`config.mk`:
```
export PLATFORM = sky130hd
export DESIGN_NAME = tmr_err_monitor
export DESIGN_NICKNAME = d
export VERILOG_FILES = /design/src/rtl/tmr_pkg.sv /design/src/rtl/tmr_voter.sv /design/src/rtl/tmr_err_monitor.sv
export SDC_FILE = /design/constraint.sdc
export NUM_CORES = 1
export LEC_CHECK = 0
export ABC_AREA = 1
export CELL_PAD_IN_SITES_DETAIL_PLACEMENT = 1
export CELL_PAD_IN_SITES_GLOBAL_PLACEMENT = 1
export CORE_UTILIZATION = 36
export DETAILED_ROUTE_END_ITERATION = 7
export HOLD_SLACK_MARGIN = 0.05
export MAX_ROUTING_LAYER = met4
export PLACE_DENSITY_LB_ADDON = 0.1
export SLEW_MARGIN = 20
export SYNTH_ARGS = -nofsm -noshare
export SYNTH_HDL_FRONTEND = slang
export SYNTH_SLANG_ARGS = --single-unit
```
`constraint.sdc`:
```
create_clock -name clk -period 1.8 [get_ports clk]
set_clock_uncertainty 0.15 [all_clocks]
set_input_delay 0.27 -clock clk [delete_from_list [all_inputs] [get_ports clk]]
set_output_delay 0.27 -clock clk [all_outputs]
set_load 0.01 [all_outputs]
```
`src/rtl/tmr_pkg.sv`:
```
// rtl/tmr_pkg.sv - shared state, enable encodings and saturation helper for the TMR datapath monitor
package tmr_pkg;

  typedef enum logic [1:0] {
    SIMPLEX = 2'd0,
    SETTLE  = 2'd1,
    TMR     = 2'd2
  } tmr_state_t;

  localparam logic [2:0] EN_TMR     = 3'b111;
  localparam logic [2:0] EN_SIMPLEX = 3'b001;
  localparam int         ERR_RATE_W = 4;

  function automatic logic [ERR_RATE_W-1:0] sat_inc(input logic [ERR_RATE_W-1:0] v,
                                                    input logic inc);
    return (inc && (v != '1)) ? v + 1'b1 : v;
  endfunction

endpackage

```
`src/rtl/tmr_voter.sv`:
```
// rtl/tmr_voter.sv - combinational bitwise majority voter with per-replica disagree flags
module tmr_voter #(
  parameter int WIDTH = 8
) (
  input  logic [WIDTH-1:0] r0,
  input  logic [WIDTH-1:0] r1,
  input  logic [WIDTH-1:0] r2,
  output logic [WIDTH-1:0] voted,
  output logic [2:0]       disagree,
  output logic             multi_err
);

  assign voted     = (r0 & r1) | (r1 & r2) | (r0 & r2);
  assign disagree  = {r2 != voted, r1 != voted, r0 != voted};
  // No pair agrees, so the majority word may match none of the replicas
  assign multi_err = (r0 != r1) && (r1 != r2) && (r0 != r2);

endmodule

```
`src/rtl/tmr_err_monitor.sv`:
```
// rtl/tmr_err_monitor.sv - TMR vote/pass-through with windowed error rate
// Optional per-replica fault localisation under TMR_FAULT_LOCATE_EN.
module tmr_err_monitor
  import tmr_pkg::*;
#(
  parameter int WIDTH      = 8,
  parameter int WINDOW     = 64,
  parameter int SETTLE_CYC = 4
`ifdef TMR_FAULT_LOCATE_EN
  ,
  parameter int FAULT_TH   = 8
`endif
) (
  input  logic                  clk,
  input  logic                  rst,
  input  logic [2:0]            en,
  input  logic                  in_valid,
  input  logic [WIDTH-1:0]      r0,
  input  logic [WIDTH-1:0]      r1,
  input  logic [WIDTH-1:0]      r2,
  output logic                  out_valid,
  output logic [WIDTH-1:0]      out_data,
  output logic                  mismatch,
  output logic                  multi_err,
  output logic                  mode,
  output logic [ERR_RATE_W-1:0] err_rate,
  output logic [1:0]            fault_id
);

  localparam int SW = $clog2(WINDOW);
  localparam int CW = $clog2(SETTLE_CYC + 1);

  tmr_state_t      state, state_next;
  logic [CW-1:0]   settle_cnt, settle_next;
  logic [SW-1:0]   samp_cnt;
  logic [ERR_RATE_W-1:0] err_cnt, err_sum;

  logic [WIDTH-1:0] voted;
  logic [2:0]       disagree;
  logic             voter_multi;
  logic             in_tmr, err_event, multi_event, window_end;

  tmr_voter #(.WIDTH(WIDTH)) u_voter (
    .r0        (r0),
    .r1        (r1),
    .r2        (r2),
    .voted     (voted),
    .disagree  (disagree),
    .multi_err (voter_multi)
  );

  always_ff @(posedge clk) begin
    if (rst) begin
      state      <= SIMPLEX;
      settle_cnt <= '0;
    end else begin
      state      <= state_next;
      settle_cnt <= settle_next;
    end
  end

  always_comb begin
    state_next  = state;
    settle_next = settle_cnt;
    unique case (state)
      SIMPLEX: begin
        if (en == EN_TMR) begin
          state_next  = SETTLE;
          settle_next = CW'(SETTLE_CYC - 1);
        end
      end
      SETTLE: begin
        if (en != EN_TMR)
          state_next = SIMPLEX;
        else if (settle_cnt == '0)
          state_next = TMR;
        else
          settle_next = settle_cnt - 1'b1;
      end
      TMR: begin
        if (en != EN_TMR)
          state_next = SIMPLEX;
      end
      default: state_next = SIMPLEX;
    endcase
  end

  assign mode        = (state == TMR);
  assign in_tmr      = (state == TMR);
  assign err_event   = in_valid && in_tmr && (|disagree);
  assign multi_event = in_valid && in_tmr && voter_multi;
  assign window_end  = in_valid && (samp_cnt == SW'(WINDOW - 1));
  // The closing sample's own event is folded into the published rate
  assign err_sum     = sat_inc(err_cnt, err_event);

  always_ff @(posedge clk) begin
    if (rst) begin
      out_valid <= 1'b0;
      out_data  <= '0;
      mismatch  <= 1'b0;
      multi_err <= 1'b0;
      err_rate  <= '0;
      samp_cnt  <= '0;
      err_cnt   <= '0;
    end else begin
      out_valid <= in_valid;
      mismatch  <= err_event;
      multi_err <= multi_event;
      if (in_valid) begin
        out_data <= in_tmr ? voted : r0;
        if (window_end) begin
          err_rate <= err_sum;
          samp_cnt <= '0;
          err_cnt  <= '0;
        end else begin
          samp_cnt <= samp_cnt + 1'b1;
          err_cnt  <= err_sum;
        end
      end
    end
  end

`ifdef TMR_FAULT_LOCATE_EN
  logic [3:0] fcnt      [3];
  logic [3:0] fcnt_next [3];
  logic [1:0] fid_next;

  always_comb begin
    fid_next = 2'd0;
    for (int k = 0; k < 3; k++) begin
      fcnt_next[k] = fcnt[k];
      if (state_next != TMR)
        fcnt_next[k] = '0;
      else if (in_tmr && in_valid)
        fcnt_next[k] = disagree[k] ? sat_inc(fcnt[k], 1'b1)
                                   : ((fcnt[k] != '0) ? fcnt[k] - 1'b1 : '0);
    end
    // Descending scan so the lowest suspect index wins
    for (int k = 2; k >= 0; k--) begin
      if (fcnt_next[k] >= 4'(FAULT_TH))
        fid_next = 2'(k + 1);
    end
  end

  always_ff @(posedge clk) begin
    if (rst) begin
      for (int k = 0; k < 3; k++) fcnt[k] <= '0;
      fault_id <= 2'd0;
    end else begin
      for (int k = 0; k < 3; k++) fcnt[k] <= fcnt_next[k];
      fault_id <= fid_next;
    end
  end
`else
  assign fault_id = 2'd0;
`endif

endmodule

```
==> flow_results.xml <==
<?xml version="1.0" encoding="UTF-8"?>
<metrics>
  <group name="floorplanning">
    <metric name="dieHeight" unit="um">79.9</metric>
    <metric name="core_area" unit="mm^2">0.00589</metric>
    <metric name="die_area" unit="mm^2">0.00639</metric>
    <metric name="io-pin-count" unit="">48</metric>
    <metric name="starting_density_of_the_core" unit="%">37.1</metric>
    <metric name="rows" unit="">28</metric>
    <metric name="chipWidth" unit="um">79.9</metric>
  </group>
  <group name="power_and_ir_drop">
    <metric name="power_frac_clock" unit="%">32.5</metric>
    <metric name="total_switching_power" unit="mW">0.599</metric>
    <metric name="power.ir.vdd_worst" unit="V">0.000325</metric>
    <metric name="internal-power" unit="mW">1.27</metric>
    <metric name="total_power" unit="mW">1.87</metric>
    <metric name="p_per_area" unit="mW/mm^2">556</metric>
    <metric name="power.share.combinational" unit="%">30.0</metric>
    <metric name="static-leakage-power" unit="nW">1.60</metric>
    <metric name="sw_share" unit="%">32.1</metric>
    <metric name="power.sequential.fraction" unit="%">37.4</metric>
  </group>
  <group name="logic_synthesis">
    <metric name="portion_of_netlist_area_occupied_by_mux_cells" unit="%">0</metric>
    <metric name="yosysTopAreaCell" unit="">sky130_fd_sc_hd__dfxtp_1</metric>
    <metric name="dominantRegCellSynth" unit="">sky130_fd_sc_hd__dfxtp_1</metric>
    <metric name="yosysSeqAreaShare" unit="%">27.5</metric>
    <metric name="yosys.area.top_type_share" unit="%">27.5</metric>
    <metric name="synthDistinctLibCells" unit="">33</metric>
    <metric name="synth-async-reset-ratio" unit="%">0</metric>
    <metric name="synth-simple-area-share" unit="%">35.6</metric>
    <metric name="avgSynthCellArea" unit="um^2">7.07</metric>
    <metric name="synthesized_area_fraction_occupied_by_ao_oa_aoi_and_oai_cells" unit="%">9.16</metric>
    <metric name="count_of_warnings_emitted_by_yosys" unit="">0</metric>
    <metric name="synth_common_cells" unit="">sky130_fd_sc_hd__nand2_1, sky130_fd_sc_hd__inv_1, sky130_fd_sc_hd__dfxtp_1, sky130_fd_sc_hd__ha_1, sky130_fd_sc_hd__nor2_1</metric>
    <metric name="synth-adder-area-share" unit="%">16.0</metric>
    <metric name="netlist_top_cells_area" unit="">sky130_fd_sc_hd__dfxtp_1, sky130_fd_sc_hd__ha_1, sky130_fd_sc_hd__nand2_1</metric>
    <metric name="cell_area_synth" unit="mm^2">0.00219</metric>
    <metric name="largest_family_of_logic_cells_by_synthesized_area" unit="">simple AND/OR/NAND/NOR gates</metric>
    <metric name="syn-instance-count" unit="">309</metric>
    <metric name="synth.most_common_cell" unit="">sky130_fd_sc_hd__nand2_1</metric>
    <metric name="synthXorXnorAreaFrac" unit="%">3.61</metric>
    <metric name="synth-edff-count" unit="">0</metric>
    <metric name="ys_ff_latch" unit="">30</metric>
  </group>
  <group name="status">
    <metric name="status" unit="">finished, violations left</metric>
    <metric name="violations" unit="">setup timing</metric>
  </group>
  <group name="clock_network">
    <metric name="tritoncts" unit="">built</metric>
    <metric name="clkTransAtPathRegs" unit="ns">0.07</metric>
    <metric name="cts-root-to-sink-buffers" unit="">2</metric>
    <metric name="htree_levels" unit="">2</metric>
    <metric name="clk_lat_worst_skew" unit="ns">0.29</metric>
    <metric name="numCtsBuffers" unit="">5</metric>
    <metric name="cts_root_buffer" unit="">sky130_fd_sc_hd__clkbuf_8</metric>
    <metric name="numClockSinks" unit="">30</metric>
    <metric name="hold_buffers" unit="">0</metric>
  </group>
  <group name="placed_design">
    <metric name="gp_routability_congestion" unit="">0.862</metric>
    <metric name="hpwl" unit="um">5280</metric>
    <metric name="inst_count_dp" unit="">472</metric>
    <metric name="port_buffers" unit="">45</metric>
  </group>
  <group name="worst_setup_path">
    <metric name="cp.required" unit="ns">1.89</metric>
    <metric name="cpMaxStageDelayCell" unit="">sky130_fd_sc_hd__xnor2_2</metric>
    <metric name="criticalPathCategory" unit="">input port to flip-flop</metric>
    <metric name="arrival" unit="ns">1.90</metric>
    <metric name="critPathMaxFanout" unit="">6</metric>
    <metric name="critPathCaptureType" unit="">flip-flop</metric>
    <metric name="critPathBufInv" unit="">2</metric>
    <metric name="cpMostUsedCell" unit="">sky130_fd_sc_hd__nand2_2</metric>
    <metric name="startpoint_type" unit="">input port</metric>
    <metric name="timing.critical_path.max_delay_family" unit="">simple AND/OR/NAND/NOR gates</metric>
    <metric name="cp_cell_sequence" unit="">buf_2 &gt; ha_4 &gt; nor2_4 &gt; nand2_2 &gt; buf_4 &gt; xnor2_2 &gt; nand3_2 &gt; nor2_4 &gt; nand2_4 &gt; nand3_4 &gt; nand2_2 &gt; nand2_2 &gt; nand2_1 &gt; nand2_1</metric>
    <metric name="crit_path_max_incr_delay" unit="ns">0.18</metric>
  </group>
  <group name="finish">
    <metric name="area.growth.synth_to_final" unit="%">53.6</metric>
    <metric name="ff_latch_area" unit="um^2">601</metric>
    <metric name="post_layout_nonfiller_instances" unit="">492</metric>
    <metric name="n_antenna_cell" unit="">0</metric>
    <metric name="filler_cell_count" unit="">771</metric>
    <metric name="final_nets" unit="">474</metric>
    <metric name="multi_input_area" unit="mm^2">0.00162</metric>
    <metric name="final_layout_size_suffix_gt1_share" unit="%">37.2</metric>
  </group>
  <group name="global_route">
    <metric name="grt_pass1_wl" unit="um">12000</metric>
    <metric name="global_route.usage.total" unit="%">25.4</metric>
    <metric name="grt_start_max_net_pins" unit="">12</metric>
    <metric name="grt_overflow_total" unit="">0</metric>
    <metric name="first_global_vias" unit="">2534</metric>
    <metric name="antenna_violations_before_repair" unit="">0</metric>
  </group>
  <group name="sta">
    <metric name="rsz0062_at_grt" unit="">true</metric>
    <metric name="worst_hold_slack" unit="ns">0.223</metric>
    <metric name="tns" unit="ns">-0.00896</metric>
    <metric name="min_period_over_period" unit="%">100</metric>
    <metric name="setup_viol_count_final" unit="">2</metric>
    <metric name="fmax" unit="MHz">554</metric>
    <metric name="timing.final.hold_violations" unit="">0</metric>
    <metric name="fin_ws" unit="ns">-0.00577</metric>
    <metric name="finalMaxSlewViolations" unit="">0</metric>
    <metric name="final.min_clock_period" unit="ns">1.81</metric>
  </group>
  <group name="drt">
    <metric name="postRouteAntennaNets" unit="">0</metric>
    <metric name="first_pass_iters" unit="">4</metric>
    <metric name="drt_iter0_drc" unit="">80</metric>
    <metric name="avgViaCountPerCell" unit="">5.06</metric>
    <metric name="via_count" unit="">2488</metric>
    <metric name="drc" unit="">0</metric>
    <metric name="detail_route.wl_per_cell" unit="um">16.7</metric>
    <metric name="drt-total-wl" unit="um">8220</metric>
  </group>
  <group name="worst_hold_path">
    <metric name="min-delay-path-class" unit="">input port to flip-flop</metric>
  </group>
  <group name="flow_run">
    <metric name="cap_viol_max_count" unit="">0</metric>
  </group>
</metrics>
per-layer routing:
metal  track usage (%)  vias to the layer above  share of wire, %
met4              7.50                        0               3.4
met2              44.3                       66                50
met1              29.7                     1180                43
met5                 -                        -                 0
met3              4.34                       23               3.5
li1                  -                     1219                 -
power groups by stage:
stage / Combinational, mW / Sequential, mW / Clock (mW)
after detailed placement: 0.467 / 0.714 / 0
final: 0.561 / 0.699 / 0.608
after global routing: 0.610 / 0.702 / 0.644
after global placement: 0.455 / 0.712 / 0
after floorplan: 0.207 / 0.717 / 0
after CTS: 0.495 / 0.699 / 0.608
worst paths after layout:
kind,startpoint,end,slack [ns],depth (start not counted)
worst min-delay path,r0[1],out_data[1]$_SDFFE_PP0P_,0.22,3
worst max register to register,samp_cnt[0]$_SDFFE_PP0P_,err_rate[2]$_SDFFE_PP0P_,0.12,10
worst min register to register,err_rate[1]$_SDFFE_PP0P_,err_rate[1]$_SDFFE_PP0P_,0.31,2
worst max-delay path,r2[5],err_rate[3]$_SDFFE_PP0P_,-0.006,14
cells in the final DEF, fill, tap and decap left out, types with 2 or more instances in the layout:
| cell | synthesis | layout |
|---|---|---|
| sky130_fd_sc_hd__nand2_1 | 74 | 70 |
| sky130_fd_sc_hd__a221oi_1 | 2 | 2 |
| sky130_fd_sc_hd__nand3_1 | 19 | 18 |
| sky130_fd_sc_hd__nand2_2 | 10 | 12 |
| sky130_fd_sc_hd__ha_1 | 28 | 11 |
| sky130_fd_sc_hd__nor4_1 | 7 | 7 |
| sky130_fd_sc_hd__nand4_1 | 4 | 4 |
| sky130_fd_sc_hd__xnor2_2 | 0 | 4 |
| sky130_fd_sc_hd__inv_1 | 35 | 33 |
| sky130_fd_sc_hd__xor2_1 | 4 | 4 |
| sky130_fd_sc_hd__nor2_4 | 3 | 12 |
| sky130_fd_sc_hd__nand2_4 | 1 | 3 |
| sky130_fd_sc_hd__a21oi_1 | 18 | 18 |
| sky130_fd_sc_hd__nor2_2 | 10 | 6 |
| sky130_fd_sc_hd__inv_2 | 2 | 4 |
| sky130_fd_sc_hd__nand3b_1 | 3 | 3 |
| sky130_fd_sc_hd__ha_4 | 0 | 3 |
| sky130_fd_sc_hd__clkbuf_2 | 0 | 20 |
| sky130_fd_sc_hd__nor3_1 | 2 | 2 |
| sky130_fd_sc_hd__nor2_1 | 25 | 20 |
| sky130_fd_sc_hd__nand3_2 | 1 | 2 |
| sky130_fd_sc_hd__o21ai_1 | 2 | 3 |
| sky130_fd_sc_hd__dfxtp_1 | 30 | 30 |
| sky130_fd_sc_hd__buf_2 | 1 | 2 |
| sky130_fd_sc_hd__o21ai_0 | 10 | 9 |
| sky130_fd_sc_hd__clkdlybuf4s15_1 | 0 | 2 |
| sky130_fd_sc_hd__conb_1 | 1 | 2 |
| sky130_fd_sc_hd__buf_4 | 2 | 60 |
| sky130_fd_sc_hd__clkdlybuf4s50_1 | 0 | 20 |
| sky130_fd_sc_hd__ha_2 | 0 | 14 |
| sky130_fd_sc_hd__clkbuf_8 | 0 | 6 |
area by class of cell:
cell class | instances | area share (%)
repair buffers | 106 | 24.1
inverters | 37 | 4.14
clock buffers | 6 | 2.46
multi-input cells | 236 | 48.2
flip-flops and latches | 30 | 17.9
clock inverters | 2 | 0.373
well taps | 75 | 2.80
through the flow:
stage          worst slack [ns]  instance area [um^2]  utilization (%)
2_1_floorplan             0.149                  2190                -
3_3_place_gp             -0.485                  3080             52.3
6_report               -0.00577                  3360             57.0
5_1_grt                  -0.103                  3360             57.0
4_1_cts                 0.00127                  3300             56.0
3_5_place_dp             -0.558                  3080             52.3
logic make-up (layout without fill, tap and decap cells):
kind of cell             Yosys count  count (layout)
other                              1               2
flip-flops                        30              30
AO/OA/AOI/OAI                     36              36
buffers and inverters             44             151
AND/OR/NAND/NOR                  161             161
XOR/XNOR                           9               9
adder cells (fa/ha/maj)           28              28
what timing repair did:
item / 4_1_cts / 5_1_grt
buffers inserted: 7 / 5
pin swaps: 24 / 33
endpoints found under the setup margin: 10 / 10
endpoints found under the hold margin: 0 / 0
gates resized for setup: 57 / 66
state kept, by name, summed over array words and instances (netlist names):
register    flops
err_cnt         4
out_data        8
mismatch        1
multi_err       1
samp_cnt        6
out_valid       1
settle_cnt      3
err_rate        4
state           2
worst reg2reg max path, cell delays in order, from the launching register on:
cell and delay [ns]:
sky130_fd_sc_hd__dfxtp_1 0.39, sky130_fd_sc_hd__ha_1 0.18, sky130_fd_sc_hd__nand2_1 0.08, sky130_fd_sc_hd__nor3b_2 0.21, sky130_fd_sc_hd__nand2_1 0.07, sky130_fd_sc_hd__inv_1 0.09
sky130_fd_sc_hd__nand2_2 0.08, sky130_fd_sc_hd__nand2_1 0.09, sky130_fd_sc_hd__inv_1 0.10, sky130_fd_sc_hd__nand2_1 0.08, sky130_fd_sc_hd__nand2_1 0.06
Power figures use the tool's default switching activity.
